## src/rtl/datapath_pkg.sv

```systemverilog
// Shared datapath constants and the debug scan state encoding.
// Used by reg_file, the ALU and the VGA text renderer.
package datapath_pkg;

  parameter int unsigned DATA_W   = 16;
  parameter int unsigned ADDR_W   = 4;
  parameter int unsigned NUM_REGS = 2 ** ADDR_W;

  typedef enum logic {
    SCAN_IDLE,
    SCAN_RUN
  } scan_state_e;

endpackage

```

## src/rtl/reg_file_dbg_scan.sv

```systemverilog
// Debug scan sequencer: on request, streams every register through registered dbg_* outputs,
// one index per cycle, reading the raw array through its own address port.
module reg_file_dbg_scan
  import datapath_pkg::*;
#(
  parameter int unsigned DATA_W = datapath_pkg::DATA_W,
  parameter int unsigned ADDR_W = datapath_pkg::ADDR_W
) (
  input  logic              clk,
  input  logic              rst,
  input  logic              dbg_req,
  output logic [ADDR_W-1:0] scan_addr,
  input  logic [DATA_W-1:0] scan_rdata,
  output logic              dbg_busy,
  output logic              dbg_valid,
  output logic [ADDR_W-1:0] dbg_idx,
  output logic [DATA_W-1:0] dbg_data
);

  scan_state_e       state_q, state_d;
  logic [ADDR_W-1:0] cnt_q, cnt_d;
  logic              busy_q, busy_d;
  logic              valid_q, valid_d;
  logic [ADDR_W-1:0] idx_q, idx_d;
  logic [DATA_W-1:0] data_q, data_d;

  always_comb begin
    state_d = state_q;
    cnt_d   = cnt_q;
    busy_d  = 1'b0;
    valid_d = 1'b0;
    idx_d   = idx_q;
    data_d  = data_q;
    unique case (state_q)
      SCAN_IDLE: begin
        if (dbg_req) begin
          state_d = SCAN_RUN;
          cnt_d   = '0;
        end
      end
      SCAN_RUN: begin
        busy_d  = 1'b1;
        valid_d = 1'b1;
        idx_d   = cnt_q;
        data_d  = scan_rdata;
        // Counter wraps to 0 naturally after the last index.
        cnt_d   = cnt_q + 1'b1;
        if (cnt_q == {ADDR_W{1'b1}}) begin
          state_d = SCAN_IDLE;
        end
      end
      default: state_d = SCAN_IDLE;
    endcase
  end

  always_ff @(posedge clk or posedge rst) begin
    if (rst) begin
      state_q <= SCAN_IDLE;
      cnt_q   <= '0;
      busy_q  <= 1'b0;
      valid_q <= 1'b0;
      idx_q   <= '0;
      data_q  <= '0;
    end else begin
      state_q <= state_d;
      cnt_q   <= cnt_d;
      busy_q  <= busy_d;
      valid_q <= valid_d;
      idx_q   <= idx_d;
      data_q  <= data_d;
    end
  end

  assign scan_addr = cnt_q;
  assign dbg_busy  = busy_q;
  assign dbg_valid = valid_q;
  assign dbg_idx   = idx_q;
  assign dbg_data  = data_q;

endmodule

```

## src/rtl/reg_file.sv

```systemverilog
// Two-read/one-write register file with R0 tied to zero, write-through bypass on both
// read ports, a registered ALU flag and a debug scan port.
module reg_file
  import datapath_pkg::*;
#(
  parameter int unsigned DATA_W = datapath_pkg::DATA_W,
  parameter int unsigned ADDR_W = datapath_pkg::ADDR_W
) (
  input  logic              clk,
  input  logic              rst,
  input  logic [ADDR_W-1:0] ra_addr,
  input  logic [ADDR_W-1:0] rb_addr,
  output logic [DATA_W-1:0] a,
  output logic [DATA_W-1:0] b,
  input  logic              we,
  input  logic [ADDR_W-1:0] wd_addr,
  input  logic [DATA_W-1:0] wd,
  input  logic              flag_we,
  input  logic              flag_in,
  output logic              flag,
  input  logic              dbg_req,
  output logic              dbg_busy,
  output logic              dbg_valid,
  output logic [ADDR_W-1:0] dbg_idx,
  output logic [DATA_W-1:0] dbg_data
);

  localparam int unsigned NUM_REGS = 2 ** ADDR_W;

  logic [DATA_W-1:0] mem_q [NUM_REGS];
  logic [DATA_W-1:0] mem_d [NUM_REGS];
  logic              flag_q, flag_d;
  logic [ADDR_W-1:0] scan_addr;
  logic              wr_en;

  assign wr_en = we && (wd_addr != '0);

  always_comb begin
    mem_d = mem_q;
    if (wr_en) begin
      mem_d[wd_addr] = wd;
    end
  end

  always_comb begin
    flag_d = flag_we ? flag_in : flag_q;
  end

  always_ff @(posedge clk or posedge rst) begin
    if (rst) begin
      mem_q  <= '{default: '0};
      flag_q <= 1'b0;
    end else begin
      mem_q  <= mem_d;
      flag_q <= flag_d;
    end
  end

  // Bypass only applies to nonzero addresses; R0 always reads zero.
  always_comb begin
    a = '0;
    if (ra_addr != '0) begin
      a = (wr_en && (wd_addr == ra_addr)) ? wd : mem_q[ra_addr];
    end
  end

  always_comb begin
    b = '0;
    if (rb_addr != '0) begin
      b = (wr_en && (wd_addr == rb_addr)) ? wd : mem_q[rb_addr];
    end
  end

  assign flag = flag_q;

  reg_file_dbg_scan #(
    .DATA_W (DATA_W),
    .ADDR_W (ADDR_W)
  ) u_dbg_scan (
    .clk        (clk),
    .rst        (rst),
    .dbg_req    (dbg_req),
    .scan_addr  (scan_addr),
    .scan_rdata (mem_q[scan_addr]),
    .dbg_busy   (dbg_busy),
    .dbg_valid  (dbg_valid),
    .dbg_idx    (dbg_idx),
    .dbg_data   (dbg_data)
  );

endmodule

```

## config.mk

```make
export PLATFORM = sky130hd
export DESIGN_NAME = reg_file
export DESIGN_NICKNAME = d
export VERILOG_FILES = /design/src/rtl/datapath_pkg.sv /design/src/rtl/reg_file_dbg_scan.sv /design/src/rtl/reg_file.sv
export SDC_FILE = /design/constraint.sdc
export NUM_CORES = 1
export LEC_CHECK = 0
export ABC_AREA = 0
export ABC_CLOCK_PERIOD_IN_PS = 27100
export BUFFER_PORTS_ARGS = -buffer_cell sky130_fd_sc_hd__buf_4
export CORE_MARGIN = 2
export CORE_UTILIZATION = 60
export CTS_CLUSTER_SIZE = 30
export DETAILED_ROUTE_END_ITERATION = 10
export PLACE_DENSITY = 0.81
export SYNTH_ARGS = -nofsm -noshare
export SYNTH_HDL_FRONTEND = slang
export SYNTH_SLANG_ARGS = --single-unit
export TNS_END_PERCENT = 5
```

## constraint.sdc

```tcl
create_clock -name clk -period 27.1 [get_ports clk]
set_input_delay 2.71 -clock clk [delete_from_list [all_inputs] [get_ports clk]]
set_output_delay 2.71 -clock clk [all_outputs]
set_load 0.005 [all_outputs]
```

==> impl_metrics.toml <==
[sta]
min_period_ps = 8301
hold_viol_final = 0
fmax_mhz = 120.5
fin_crit_sh_pct = 30.63
max_slew_margin_pct = 20.94
fin_tns_setup_ps = 0
rsz0062_at_grt = "false"
worst_pin_slew_ps = 1186
setup_viol = 0
drv_slew = 0
fin_ws_ps = 18800
fin_skew_ps = 21.85

[floorplan]
start_util_pct = 61.20
dieHeight_um = 172.8
die_width_um = 172.8
num_rows = 61
pin_count = 89
die_area_mm2 = 0.02986
core_mm2 = 0.02793

[clock_tree]
hold_buffers = 0
cts_made_buffers = 31
clockBufferDepth = 3
tritoncts = "built"
cts_resized = 0
clk_pin_slew_ps = 60
clock_latency_ps = 590
cts_setup_buffers = 0
cts.sinks = 283
root_buffer = "clkbuf_16"
htreeDepth = 1

[critical_path]
crit_path_frequent_cell = "buf_4"
r2r_start = "u_dbg_scan.scan_addr[0]"
rrSetupSlack_ps = 23700
cp_max_fo = 37
reg2regPathDepth = 5
crit_chain = "buf_4, nand3b_1, o22ai_1, a211oi_1, a31oi_1, buf_4"
cp-start-kind = "input pin"
crit_required_ps = 24390
critPathMaxStageDelay_ps = 990
arrival_ps = 5590
path_class = "in -> out"
cp_slowest_cell = "nand3b_1"
end_kind = "primary output"
r2r_end = "u_dbg_scan.dbg_data[13]"

[power]
power_leakage_uw = 0.008026
powerDensity_mw_per_mm2 = 91.10
vdd_drop_max_mv = 0.06679

[drt]
vias = 12569
drt_pass1_iterations = 7
wirelength_um = 51420
ant_nets = 0
met2_length_um = 23240
wl_met3_um = 5882
first_iter_violations = 1652
drt-met1-wl_um = 19750
avgViaCountPerCell = 7.333
drc = 0
top_layer = "met4"
detail_route.wl_per_cell_um = 30.00

[finish]
final_cell_mix = "dfrtp_1, mux2_2, mux2i_1, buf_4, mux4_2"
n_antenna_cell = 0
drive_gt1_share_pct = 37.65
nets = 1350
layout_commonest_cell = "dfrtp_1"
area_growth_pct = 9.295

[yosys]
synth_flop_cell = "dfrtp_1"
yosys.cell_types.count = 41
syn_avg_cell_area_um2 = 12.94
yosysSeqAreaShare_pct = 41.43
ys_async_sr_fraction_pct = 100.0
synth_warnings = 0
synth_edf_count = 0
postSynthCellCount = 1321
synthesis.nets = 1356
syn_area_mm2 = 0.01710
ys_seq_elements = 283

[grt]
grt.total_usage_pct = 34.63
grt_pass1_vias = 12633
grt_pass1_wl_um = 79350
grt_overflow = 0
antenna_found_initial = 0
grt_max_degree = 136

[worst_hold_path]
min_path_cells = 0
hold_start = "mem_q[249]"
whs_endpoint = "mem_q[249]"
hp-class = "reg -> reg"

[place]
dp_hpwl_um = 33470
port_buffers = 88
gp_congestion = 1.026
place_ws_ps = 19000

[outcome]
status = "complete, no violations"

[flow_run]
maxCapViolations = 0
## cell usage after synthesis (all sizes together) (15+ instances only)
library cell    n  share of area, %
dfrtp         283                41
mux2          251                17
mux2i         196                11
mux4          100                13
buf            94               3.3
o22ai          82               3.0
clkbuf         57               1.3
nand2          35              0.77
a31oi          33               1.2
o31ai          32               1.4
a211oi         30               1.3
nor2           25              0.64
a21oi          19              0.56
o21ai          15              0.44
## layer usage
metal / vias up / track usage (%)
li1: 5106 / -
met1: 6407 / 47.72
met2: 855 / 53.25
met3: 201 / 8.619
met4: 0 / 13.91
met5: - / 0
## critical path: cells and delay by family
kind | cells | cell delay, ps
buf+inv | 2 | 730
compound gates | 3 | 1080
simple gates | 1 | 990
## cell families (layout without fill, tap and decap cells)
kind of cell	Yosys count	in the layout	synth area share (%)
xor+xnor	8	8	0.4099
mux	547	547	41.62
buf+inv	156	171	4.640
compound gates	228	228	8.827
flops	283	283	41.43
fa+ha+maj	1	1	0.07318
simple gates	98	98	3.001
## registers in the layout, summed over array words and instances (netlist names)
register and flops:
u_dbg_scan.dbg_data 16, u_dbg_scan.state_q 1, u_dbg_scan.dbg_idx 4, mem_q 256, flag 1, u_dbg_scan.dbg_busy 1, u_dbg_scan.scan_addr 4
## per-stage QoR
| stage | total power [uW] | cells | hold slack [ps] | util [%] | cell area [um2] |
|---|---|---|---|---|---|
| 2_1_floorplan | 1050 | 1321 | 398.3 | - | 17100 |
| 3_3_place_gp | 1231 | 1660 | 403.9 | 63.25 | 17670 |
| 3_5_place_dp | 1255 | 1660 | 410.0 | 63.25 | 17670 |
| 4_1_cts | 1684 | 1714 | 423.3 | 66.89 | 18680 |
| 5_1_grt | 1763 | 1714 | 443.7 | 66.89 | 18680 |
| 6_report | 1702 | 1714 | 426.7 | 66.89 | 18680 |
## where the power goes
group	switching, uW	internal, uW
logic	306	318
registers	121	527
clock network	178	253
total	605	1100
## worst max-delay path by stage
| stage | startpoint | to | slack (ps) | cells after the start |
|---|---|---|---|---|
| finish | ra_addr[2] | a[15] | 18800 | 6 |
| global route | ra_addr[2] | a[15] | 18780 | 6 |
| CTS | ra_addr[2] | a[5] | 18970 | 6 |
| detailed placement | ra_addr[2] | a[5] | 19000 | 6 |
| global placement | ra_addr[2] | a[15] | 19000 | 6 |
| floorplan | rst | flag | 16580 | 1 |
## cell type report
class	count	area [um2]
flip-flops and latches	283	7087
fillers	2033	9250
clock inverters	12	138.9
repair buffers	112	840.8
clock buffers	42	877.1
inverters	5	26.28
well taps	378	473.0
multi-input cells	882	9241
Note: power is estimated with default switching activity, not from simulation.
